**src/rtl/alu_share_arbiter.sv**
```systemverilog
// alu_share_arbiter
// Shares one combinational ALU between two requesters. A round-robin arbiter
// grants one request at a time. The winner's operands are registered and
// driven to the ALU. The ALU result is captured one cycle later and held
// on the shared response bus until the winning requester takes it.

module alu_share_arbiter #(
    parameter int DATA_W = 32
) (
    input  logic                  i_clk,
    input  logic                  i_rst_n,

    // request side
    input  logic [1:0]            i_req_valid,
    output logic [1:0]            o_req_ready,
    input  logic [2*DATA_W-1:0]   i_req_op_a,
    input  logic [2*DATA_W-1:0]   i_req_op_b,
    input  logic [5:0]            i_req_alu_op,
    input  logic [3:0]            i_req_alu_shift,

    // response side
    output logic [1:0]            o_rsp_valid,
    input  logic [1:0]            i_rsp_ready,
    output logic [DATA_W-1:0]     o_rsp_data,
    output logic                  o_rsp_zero,

    // shared ALU
    output logic [DATA_W-1:0]     o_alu_op_a,
    output logic [DATA_W-1:0]     o_alu_op_b,
    output logic [2:0]            o_alu_op,
    output logic [1:0]            o_alu_shift,
    input  logic [DATA_W-1:0]     i_alu_out,
    input  logic                  i_alu_zero,

    output logic                  o_busy
);

    typedef enum logic [1:0] {
        IDLE = 2'd0,
        EXEC = 2'd1,
        RESP = 2'd2
    } state_t;

    state_t state;
    state_t state_nxt;

    // Round-robin pointer: index of the most recently granted requester.
    logic last_gnt;
    // Requester that owns the operation currently in flight.
    logic win_idx;

    // Operand stage: registered ALU inputs.
    logic [DATA_W-1:0] op_a_p0;
    logic [DATA_W-1:0] op_b_p0;
    logic [2:0]        alu_op_p0;
    logic [1:0]        alu_shift_p0;

    // Result stage: captured ALU outputs.
    logic [DATA_W-1:0] rsp_data_p1;
    logic              rsp_zero_p1;

    // Arbitration signals.
    logic              accept;
    logic              grant_idx;
    logic [DATA_W-1:0] sel_op_a;
    logic [DATA_W-1:0] sel_op_b;
    logic [2:0]        sel_alu_op;
    logic [1:0]        sel_alu_shift;

    // Round-robin choice. On a tie, the requester that did not win last
    // time is granted. Otherwise the single active requester is granted.
    // The result for an all-idle input is unused.
    function automatic logic pick_winner(input logic [1:0] valid, input logic last);
        logic win;
        if (valid == 2'b11) begin
            win = ~last;
        end else begin
            win = valid[1];
        end
        return win;
    endfunction

    assign accept    = (state == IDLE) && (|i_req_valid);
    assign grant_idx = pick_winner(i_req_valid, last_gnt);

    // Mux the winner's request fields out of the packed request buses.
    always_comb begin
        sel_op_a      = grant_idx ? i_req_op_a[2*DATA_W-1:DATA_W] : i_req_op_a[DATA_W-1:0];
        sel_op_b      = grant_idx ? i_req_op_b[2*DATA_W-1:DATA_W] : i_req_op_b[DATA_W-1:0];
        sel_alu_op    = grant_idx ? i_req_alu_op[5:3]             : i_req_alu_op[2:0];
        sel_alu_shift = grant_idx ? i_req_alu_shift[3:2]          : i_req_alu_shift[1:0];
    end

    // Grant exactly one requester while idle. Force no grant while reset is
    // held, because the asynchronous reset alone leaves the state in IDLE.
    always_comb begin
        o_req_ready = 2'b00;
        if (accept && i_rst_n) begin
            o_req_ready[grant_idx] = 1'b1;
        end
    end

    // FSM state register
    always_ff @(posedge i_clk or negedge i_rst_n) begin
        if (!i_rst_n) begin
            state <= IDLE;
        end else begin
            state <= state_nxt;
        end
    end

    // FSM next-state logic: each operation passes IDLE -> EXEC -> RESP
    always_comb begin
        state_nxt = state;
        case (state)
            IDLE: begin
                if (|i_req_valid) begin
                    state_nxt = EXEC;
                end
            end
            EXEC: begin
                state_nxt = RESP;
            end
            RESP: begin
                // Only the owner of the result can complete the handshake.
                if (i_rsp_ready[win_idx]) begin
                    state_nxt = IDLE;
                end
            end
            default: begin
                state_nxt = IDLE;
            end
        endcase
    end

    // Track the arbitration pointer and the owner of the in-flight operation
    always_ff @(posedge i_clk or negedge i_rst_n) begin
        if (!i_rst_n) begin
            last_gnt <= 1'b1;
            win_idx  <= 1'b0;
        end else if (accept) begin
            last_gnt <= grant_idx;
            win_idx  <= grant_idx;
        end
    end

    // ---- operand stage (p0): capture the winner's request on acceptance ----
    // Load the operand registers with the granted request
    always_ff @(posedge i_clk or negedge i_rst_n) begin
        if (!i_rst_n) begin
            op_a_p0      <= '0;
            op_b_p0      <= '0;
            alu_op_p0    <= '0;
            alu_shift_p0 <= '0;
        end else if (accept) begin
            op_a_p0      <= sel_op_a;
            op_b_p0      <= sel_op_b;
            alu_op_p0    <= sel_alu_op;
            alu_shift_p0 <= sel_alu_shift;
        end
    end

    // ---- result stage (p1): capture ALU outputs at the end of EXEC ----
    // Sample the shared ALU once, in the single EXEC cycle
    always_ff @(posedge i_clk or negedge i_rst_n) begin
        if (!i_rst_n) begin
            rsp_data_p1 <= '0;
            rsp_zero_p1 <= 1'b0;
        end else if (state == EXEC) begin
            rsp_data_p1 <= i_alu_out;
            rsp_zero_p1 <= i_alu_zero;
        end
    end

    assign o_alu_op_a  = op_a_p0;
    assign o_alu_op_b  = op_b_p0;
    assign o_alu_op    = alu_op_p0;
    assign o_alu_shift = alu_shift_p0;

    assign o_rsp_data  = rsp_data_p1;
    assign o_rsp_zero  = rsp_zero_p1;
    assign o_rsp_valid = (state == RESP) ? (win_idx ? 2'b10 : 2'b01) : 2'b00;
    assign o_busy      = (state != IDLE);

endmodule

```
**config.mk**
```make
export PLATFORM = sky130hd
export DESIGN_NAME = alu_share_arbiter
export DESIGN_NICKNAME = d
export VERILOG_FILES = /design/src/rtl/alu_share_arbiter.sv
export SDC_FILE = /design/constraint.sdc
export NUM_CORES = 1
export LEC_CHECK = 0
export CAP_MARGIN = 20
export CORE_MARGIN = 8
export CORE_UTILIZATION = 36
export DETAILED_ROUTE_END_ITERATION = 6
export PLACE_DENSITY = 0.73
export SYNTH_ARGS = -nofsm -noshare
export SYNTH_HDL_FRONTEND = slang
export SYNTH_SLANG_ARGS = --single-unit
```
**constraint.sdc**
```tcl
create_clock -name i_clk -period 1.7 [get_ports i_clk]
set_input_delay 0.34 -clock i_clk [delete_from_list [all_inputs] [get_ports i_clk]]
set_output_delay 0.34 -clock i_clk [all_outputs]
set_load 0.05 [all_outputs]
```
==> results of run 1 <==
worst paths after layout:
check	startpoint	to	slack, ns	cells past startpoint
setup / recovery	last_gnt	o_req_ready[0]	-0.09	4
hold / removal	i_rst_n	o_alu_op_b[29]	0.04	2
setup reg to reg	last_gnt	o_alu_op_a[8]	-0.05	5
hold reg to reg	o_rsp_data[3]	o_rsp_data[3]	0.51	1
max in group asynchronous	i_rst_n	o_rsp_data[0]	0.95	3
min in group i_clk	i_req_valid[0]	last_gnt	0.46	3
sequential cells by signal, indices dropped and copies added, names as in the netlist:
| signal | cells |
|---|---|
| o_alu_op_a | 32 |
| o_alu_op_b | 32 |
| o_rsp_data | 32 |
| o_alu_op | 3 |
| o_alu_shift | 2 |
| state | 2 |
| last_gnt | 1 |
| o_rsp_zero | 1 |
| win_idx | 1 |
cells in the mapped netlist:
library cell and n:
nor2_1 3, nand2b_1 2, and3_1 1, buf_4 7, o21ai_0 1, a31oi_1 1
buf_6 1, dfstp_2 1, nor3_1 1, o22ai_1 1, clkbuf_1 1, inv_1 3
a21oi_1 1, buf_2 4, mux2_4 134, a21bo_1 1, dfrtp_1 105, o21a_1 1
buf_12 6, mux2_2 38, buf_8 1
final cells by class:
type                    instances  area (um2)
clock buffers                   9         225
inverters                       3        11.3
clock inverters                 7        93.8
fillers                      1166        5840
flip-flops and latches        106        2650
repair buffers                309        2980
well taps                     184         230
multi-input cells             185        2560
stage by stage:
stage | area, um2 | utilization [%] | cells
global placement | 8220 | 56.3 | 776
global route | 8750 | 60.0 | 803
finish | 8750 | 60.0 | 803
detailed placement | 8220 | 56.3 | 776
CTS | 8670 | 59.4 | 800
floorplan | 5420 | - | 314
timing repair:
item	CTS	global route
resized for setup	12	3
endpoints found under the setup margin	5	73
hold buffers	1	0
pin swaps	3	1
setup buffers	5	0
gates cloned	2	3
hold endpoints to repair	19	0
cells in the final DEF, fill, tap and decap left out:
cell	count
o21a_4	1
buf_12	8
inv_1	2
o21ai_0	1
mux2_2	38
and3_4	1
dlygate4sd3_1	1
bufinv_16	2
clkinv_4	1
nor3_4	1
clkbuf_16	12
mux2_4	134
clkdlybuf4s50_1	173
clkinv_2	2
nor2_4	1
buf_6	2
buf_16	3
inv_2	1
dfrtp_1	105
clkinvlp_4	2
nand2b_1	2
nor2_2	2
dlygate4sd2_1	2
a21bo_4	1
o22ai_1	1
a31oi_1	1
dfstp_2	1
a21oi_1	1
buf_4	117
kinds of logic after synthesis:
logic type | count (synthesis) | synth area share [%]
simple gates | 7 | 0.648
buf+inv | 23 | 4.33
compound gates | 6 | 0.741
mux | 172 | 45.2
flops | 106 | 49.1
critical path: cells and delay by family (launching register included):
| kind | cells | cell delay (ns) |
|---|---|---|
| flip-flops | 1 | 0.54 |
| buffers and inverters | 2 | 0.24 |
| AND/OR/NAND/NOR | 1 | 0.18 |
| AO/OA/AOI/OAI | 1 | 0.15 |
power groups by stage:
stage | clock network, W | logic (W) | registers (W)
3_5_place_dp | 0 | 0.0117 | 0.00463
3_3_place_gp | 0 | 0.0115 | 0.00463
5_1_grt | 0.00236 | 0.0123 | 0.00481
4_1_cts | 0.00227 | 0.0118 | 0.00465
2_1_floorplan | 0 | 0.00383 | 0.00894
6_report | 0.00220 | 0.0118 | 0.00464
per-layer routing:
metal | vias up | share of wire, % | wire length [um]
li1 | 1719 | - | -
met1 | 1803 | 38 | 6070
met2 | 162 | 52 | 8290
met3 | 22 | 7.9 | 1270
met4 | 2 | 2.1 | 329
met5 | - | 0.081 | 13
==> summary.txt, run 1 <==
STA
  – Final hold viol count: 0
  – Max-slew violations: 0
  – Fmax: around 560 MHz
  – Post-route minimum period: about 1.8 ns
  – Setup tns final: -1.17 ns
  – Max Clock Skew: approximately 0.0044 ns
  – Max_slew headroom: between 50% and 60%
  – Final worst hold slack: roughly 0.038 ns
  – RSZ-0062 raised after global routing: true
  – Final worst slack: -0.0919 ns
  – Worst-Margin Slew: around 0.72 ns
  – Fin crit share: 105%
  – Final setup vio count: 44

Flow run
  – Max-cap violations: 0

GRT
  – GR Util met1: between 10% and 20%
  – Grt ovf: 0
  – Gr busiest metal: met2
  – First-pass GRT wire length: about 25000 um
  – GRT Total Usage: between 15 and 20%
  – Largest net degree at the start of global routing: 57
  – Initial antenna violation count: 1
  – M3 GR Usage: ~5.7%
  – Grt met2 use: around 29%
  – Vias in the first global route: 4351

Power and ir drop
  – Peak VDD IR: about 0.00089 V
  – P_leak: a little over 4 nW
  – Cell Int Power: 0.0101 W
  – Pwr dens: between 2000 and 2500 nW/um2
  – Clock Power Share: a little under an eighth
  – Switch Pwr: ~0.0085 W
  – Switching share of total power: 45.8%
  – Sequential Power Share: roughly a quarter
  – Comb power frac: between 60% and 70%
  – Pwr Total: about 0.019 W

Floorplan
  – Die X: between 100 and 150 um
  – Height of the chip: 139 um
  – DIE AREA: roughly 19000 um2
  – I/O pin total: 284
  – Core area: about 15000 um2
  – Num rows: 44
  – Starting density of the core: 37.0%

Logic synthesis
  – Synth Area per Inst: approximately 17 um2
  – Post-synthesis cell type count: 21
  – Sequential area share after synthesis: 49.1%
  – Mapped Cells: roughly 310
  – Largest cells by area after synthesis: dfrtp_1, mux2_4, mux2_2
  – Syn Std Cell Area: around 5400 um2
  – Synthesized Nets: between 400 and 500
  – Synth top area share: approximately 49%
  – Largest area contributor in the netlist: dfrtp_1
  – Post-synthesis register bit count: 106
  – YS warnings: 0

Final layout
  – Share of layout cells above drive strength 1: 53.3%
  – Total Nets Final: 791
  – Syn-to-layout area delta: 61.9%
  – N_diodes: 0

Clock network
  – Cts bufs inserted: 9
  – Worst-skew pair later-pin latency: about 0.34 ns
  – Sinks on Clock Net: about 110
  – CTS tree: done
  – Clk pin slew, worst setup/hold paths: about 0.070 ns
  – Number of H-tree levels: 3
  – Root Buffer: clkbuf_16
  – CTS max path bufs: 2

Critical path
  – Most used cell along the critical path: buf_12
  – CP endpoint kind: output pin
  – Crit Path Class: flop to output pin
  – Worst path required time: 1.36 ns
  – Crit Path Max Fanout: 3
  – Worst path slowest cell: dfstp_2
  – Crit path DAT: between 1 and 1.5 ns
  – Worst-path cell chain: a21bo_4 -> buf_12 -> and3_4 -> buf_12
  – CP Launch Type: flop
  – Delay of the slowest critical-path stage: around 0.54 ns

Detailed routing
  – Vias per std cell: 4.62
  – Iter 0 DRT Violations: 84
  – Vias: roughly 3.7k
  – Antenna-violating nets left: 0
  – Routed wire per std cell: 19.9 um
  – WL final: 16000 um
  – DR pass1 iterations: 4
  – DRC: 0

Run status
  – Failing checks: negative setup slack
  – Status: finished, violations left

Placed design
  – # port buffers: roughly 280
  – Dpl ws: -0.361 ns
  – DP HPWL: about 12000 um
  – Gpl congestion: approximately 0.79

Hold path
  – Hold Crit Class: primary input to asynchronous set/reset pin
Note: power is estimated with default switching activity, not from simulation.
==> run 2: changes to the inputs <==
CAP_MARGIN = 30   (was 20)
==> results of run 2 <==
No change in the layout: final DEF, timing and power equal those of run 1.
==> run 3: changes to the inputs <==
PLACE_DENSITY = unset   (was 0.73)
PLACE_DENSITY_LB_ADDON = 0.25   (was unset)
TNS_END_PERCENT = 1   (was unset)
==> run 3 against run 2 <==
The flow still finishes with violations (negative setup slack). Sequential share of layout area grew 0.36 points. Utilization is 0.71 points lower. Global-route usage down 0.21 points. Worst hold slack gained 0.021 ns. Largest cell class unchanged. First-iteration DRC count grew 2.4%. Maximum frequency shrank 0.89%. Routed wire length shrank 1.6%. Flip-flop and latch count did not move. Final cell count increased by 0.25%. Combinational power barely moved. Worst setup slack worse by 0.016 ns.
==> summary.txt, run 3 (synthesis results as in run 1) <==
Run status
  – Status: finished, violations left (unchanged)
  – Failing checks: negative setup slack (unchanged)

STA
  – Fin crit share: 106% (was 105%)
  – Final hold viol count: 0 (unchanged)
  – Final worst slack: -0.108 ns (was -0.0919 ns)
  – Worst-Margin Slew: 0.507 ns (was 0.723 ns)
  – Max Clock Skew: 0.00839 ns (was 0.00445 ns)
  – Max-slew violations: 0 (unchanged)
  – Fmax: 553 MHz (was 558 MHz)
  – Final setup vio count: 61 (was 44)
  – Post-route minimum period: 1.81 ns (was 1.79 ns)
  – Max_slew headroom: 66.2% (was 51.8%)
  – RSZ-0062 raised after global routing: true (unchanged)
  – Final worst hold slack: 0.0588 ns (was 0.0378 ns)

Critical path
  – Worst path required time: 1.36 ns (about the same)
  – R2r startpoint: last_gnt (unchanged)
  – Crit Path Max Fanout: 4 (was 3)
  – Reg2Reg Depth: 5 (unchanged)
  – Worst-path cell chain: a21bo_4 -> buf_12 -> and3_4 -> buf_12 (unchanged)
  – Crit path max-delay family: flip-flops (unchanged)
  – Most used cell along the critical path: buf_12 (unchanged)
  – Crit Path Class: flop to output pin (unchanged)
  – Crit path DAT: 1.47 ns (was 1.45 ns)
  – CP Launch Type: flop (unchanged)
  – Delay of the slowest critical-path stage: 0.54 ns (about the same)
  – R2R Path End: o_alu_op_a[2] (was o_alu_op_a[8])
  – CP endpoint kind: output pin (unchanged)
  – Flop2flop setup slack: -0.08 ns (was -0.05 ns)
  – CP Buf/Inv Count: 2 (unchanged)
  – Cell count along the critical path: 4 (unchanged)
  – Worst path slowest cell: dfstp_2 (unchanged)

Detailed routing
  – DRC: 0 (unchanged)
  – WL final: 15700 um (was 16000 um)
  – Vias: 3708 (unchanged)
  – Vias per std cell: 4.61 (was 4.62)
  – Routed wire per std cell: 19.5 um (was 19.9 um)
  – Iter 0 DRT Violations: 86 (was 84)
  – Antenna-violating nets left: 0 (unchanged)
  – DR pass1 iterations: 4 (unchanged)

Power and ir drop
  – Switch Pwr: 0.00856 W (was 0.00854 W)
  – Sequential Power Share: 25.2% (was 24.9%)
  – Clock Power Share: 11.0% (was 11.8%)
  – Comb power frac: 63.8% (was 63.3%)
  – P_leak: 4.07 nW (was 4.11 nW)
  – Peak VDD IR: 0.00104 V (was 0.000885 V)
  – Pwr dens: 2120 nW/um2 (was 2130 nW/um2)
  – Pwr Total: 0.0183 W (was 0.0186 W)
  – Cell Int Power: 0.00974 W (was 0.0101 W)
  – Switching share of total power: 46.8% (was 45.8%)

Clock network
  – Worst-skew pair later-pin latency: 0.34 ns (about the same)
  – CTS max path bufs: 2 (unchanged)
  – Number of H-tree levels: 3 (unchanged)
  – Root Buffer: clkbuf_16 (unchanged)
  – CTS tree: done (unchanged)
  – Cts bufs inserted: 9 (unchanged)
  – Sinks on Clock Net: 106 (unchanged)
  – Clk pin slew, worst setup/hold paths: 0.08 ns (was 0.07 ns)

Floorplan
  – Starting density of the core: 37.0% (unchanged)
  – Num rows: 44 (unchanged)
  – I/O pin total: 284 (unchanged)
  – Die X: 139 um (unchanged)
  – DIE AREA: 19200 um2 (unchanged)
  – Core area: 14600 um2 (unchanged)
  – Height of the chip: 139 um (unchanged)

GRT
  – Largest net degree at the start of global routing: 41 (was 57)
  – First-pass GRT wire length: 24700 um (was 24800 um)
  – Initial antenna violation count: 0 (was 1)
  – Grt ovf: 0 (unchanged)
  – Vias in the first global route: 4349 (was 4351)
  – GRT Total Usage: 16.1% (was 16.3%)

Placed design
  – # port buffers: 283 (unchanged)
  – DP HPWL: 12600 um (was 12400 um)
  – Gpl congestion: 0.740 (was 0.793)

Hold path
  – Hold Crit Class: primary input to asynchronous set/reset pin (unchanged)

Final layout
  – Share of layout cells above drive strength 1: 53.1% (was 53.3%)
  – Most common cell after layout, fill and taps aside: clkdlybuf4s50_1 (unchanged)
  – N_diodes: 0 (unchanged)
  – Most frequent cells in the layout: clkdlybuf4s50_1, mux2_4, buf_4, dfrtp_1, mux2_2 (unchanged)
  – Syn-to-layout area delta: 60.0% (was 61.9%)
  – Total Nets Final: 793 (was 791)

Flow run
  – Max-cap violations: 0 (unchanged)
## run 3: cell types whose count changed in the layout (fill, tap and decap cells not counted), sizes merged
cell          change
buf               +4
clkbuf            -3
inv               +3
bufinv            -2
clkinv            -1
dlygate4sd2       -1
dlygate4sd3       +1
dlymetal6s2s      +1
## run 3: through the flow
stage          area (um2)  setup slack [ns]  cells  utilization [%]  TNS [ns]
2_1_floorplan        5420          -0.00749    314                -  -0.00749
3_3_place_gp         8290            -0.377    782             56.8    -24.77
3_5_place_dp         8290            -0.391    782             56.8    -25.01
4_1_cts              8630            -0.149    804             59.1     -4.50
5_1_grt              8650            -0.162    805             59.3     -7.23
6_report             8650            -0.108    805             59.3     -3.40
## run 3: area by class of cell
cell class              instances  area [um2]
fillers                      1178        5940
well taps                     184         230
clock buffers                   9         225
inverters                       3        13.8
multi-input cells             185        2550
repair buffers                311        2910
flip-flops and latches        106        2650
clock inverters                 7        61.3
## run 3: power by group through the flow
stage / Clock, W / Sequential (W) / Combinational [W]
after global routing: 0.00218 / 0.00478 / 0.0121
after floorplan: 0 / 0.00894 / 0.00383
after detailed placement: 0 / 0.00463 / 0.0117
final: 0.00201 / 0.00462 / 0.0117
after CTS: 0.00208 / 0.00463 / 0.0118
after global placement: 0 / 0.00460 / 0.0116
## run 3: how the worst max path moves through the flow
| stage | to | slack [ns] | start |
|---|---|---|---|
| floorplan | o_req_ready[1] | -0.007 | state[1] |
| global placement | o_alu_op_a[2] | -0.38 | i_req_valid[0] |
| detailed placement | o_alu_op_a[2] | -0.39 | i_req_valid[0] |
| CTS | o_req_ready[0] | -0.15 | last_gnt |
| global route | o_alu_op_a[2] | -0.16 | last_gnt |
| finish | o_req_ready[0] | -0.11 | last_gnt |
## run 3: metal layers
layer,global-route usage (%),vias up,routed length [um],share of wire [%]
met5,0,-,0,0
met4,6.92,0,441,2.8
met3,5.75,25,1530,9.8
met2,26.0,191,7490,48
met1,19.0,1769,6270,40
li1,-,1723,-,-
## run 3: worst register-to-register path, stage by stage (launching register included)
cell,delay (ns)
dfstp_2,0.54
a21bo_4,0.16
buf_6,0.19
buf_4,0.19
mux2_2,0.33
mux2_2,0.26
## run 3: timing repair
item                       in CTS  in global routing
hold buffers                    2                  0
setup buffers                   4                  1
pin swaps                       2                  4
hold endpoints to repair       10                  0
setup endpoints to repair      71                 71
resized for setup               3                  5
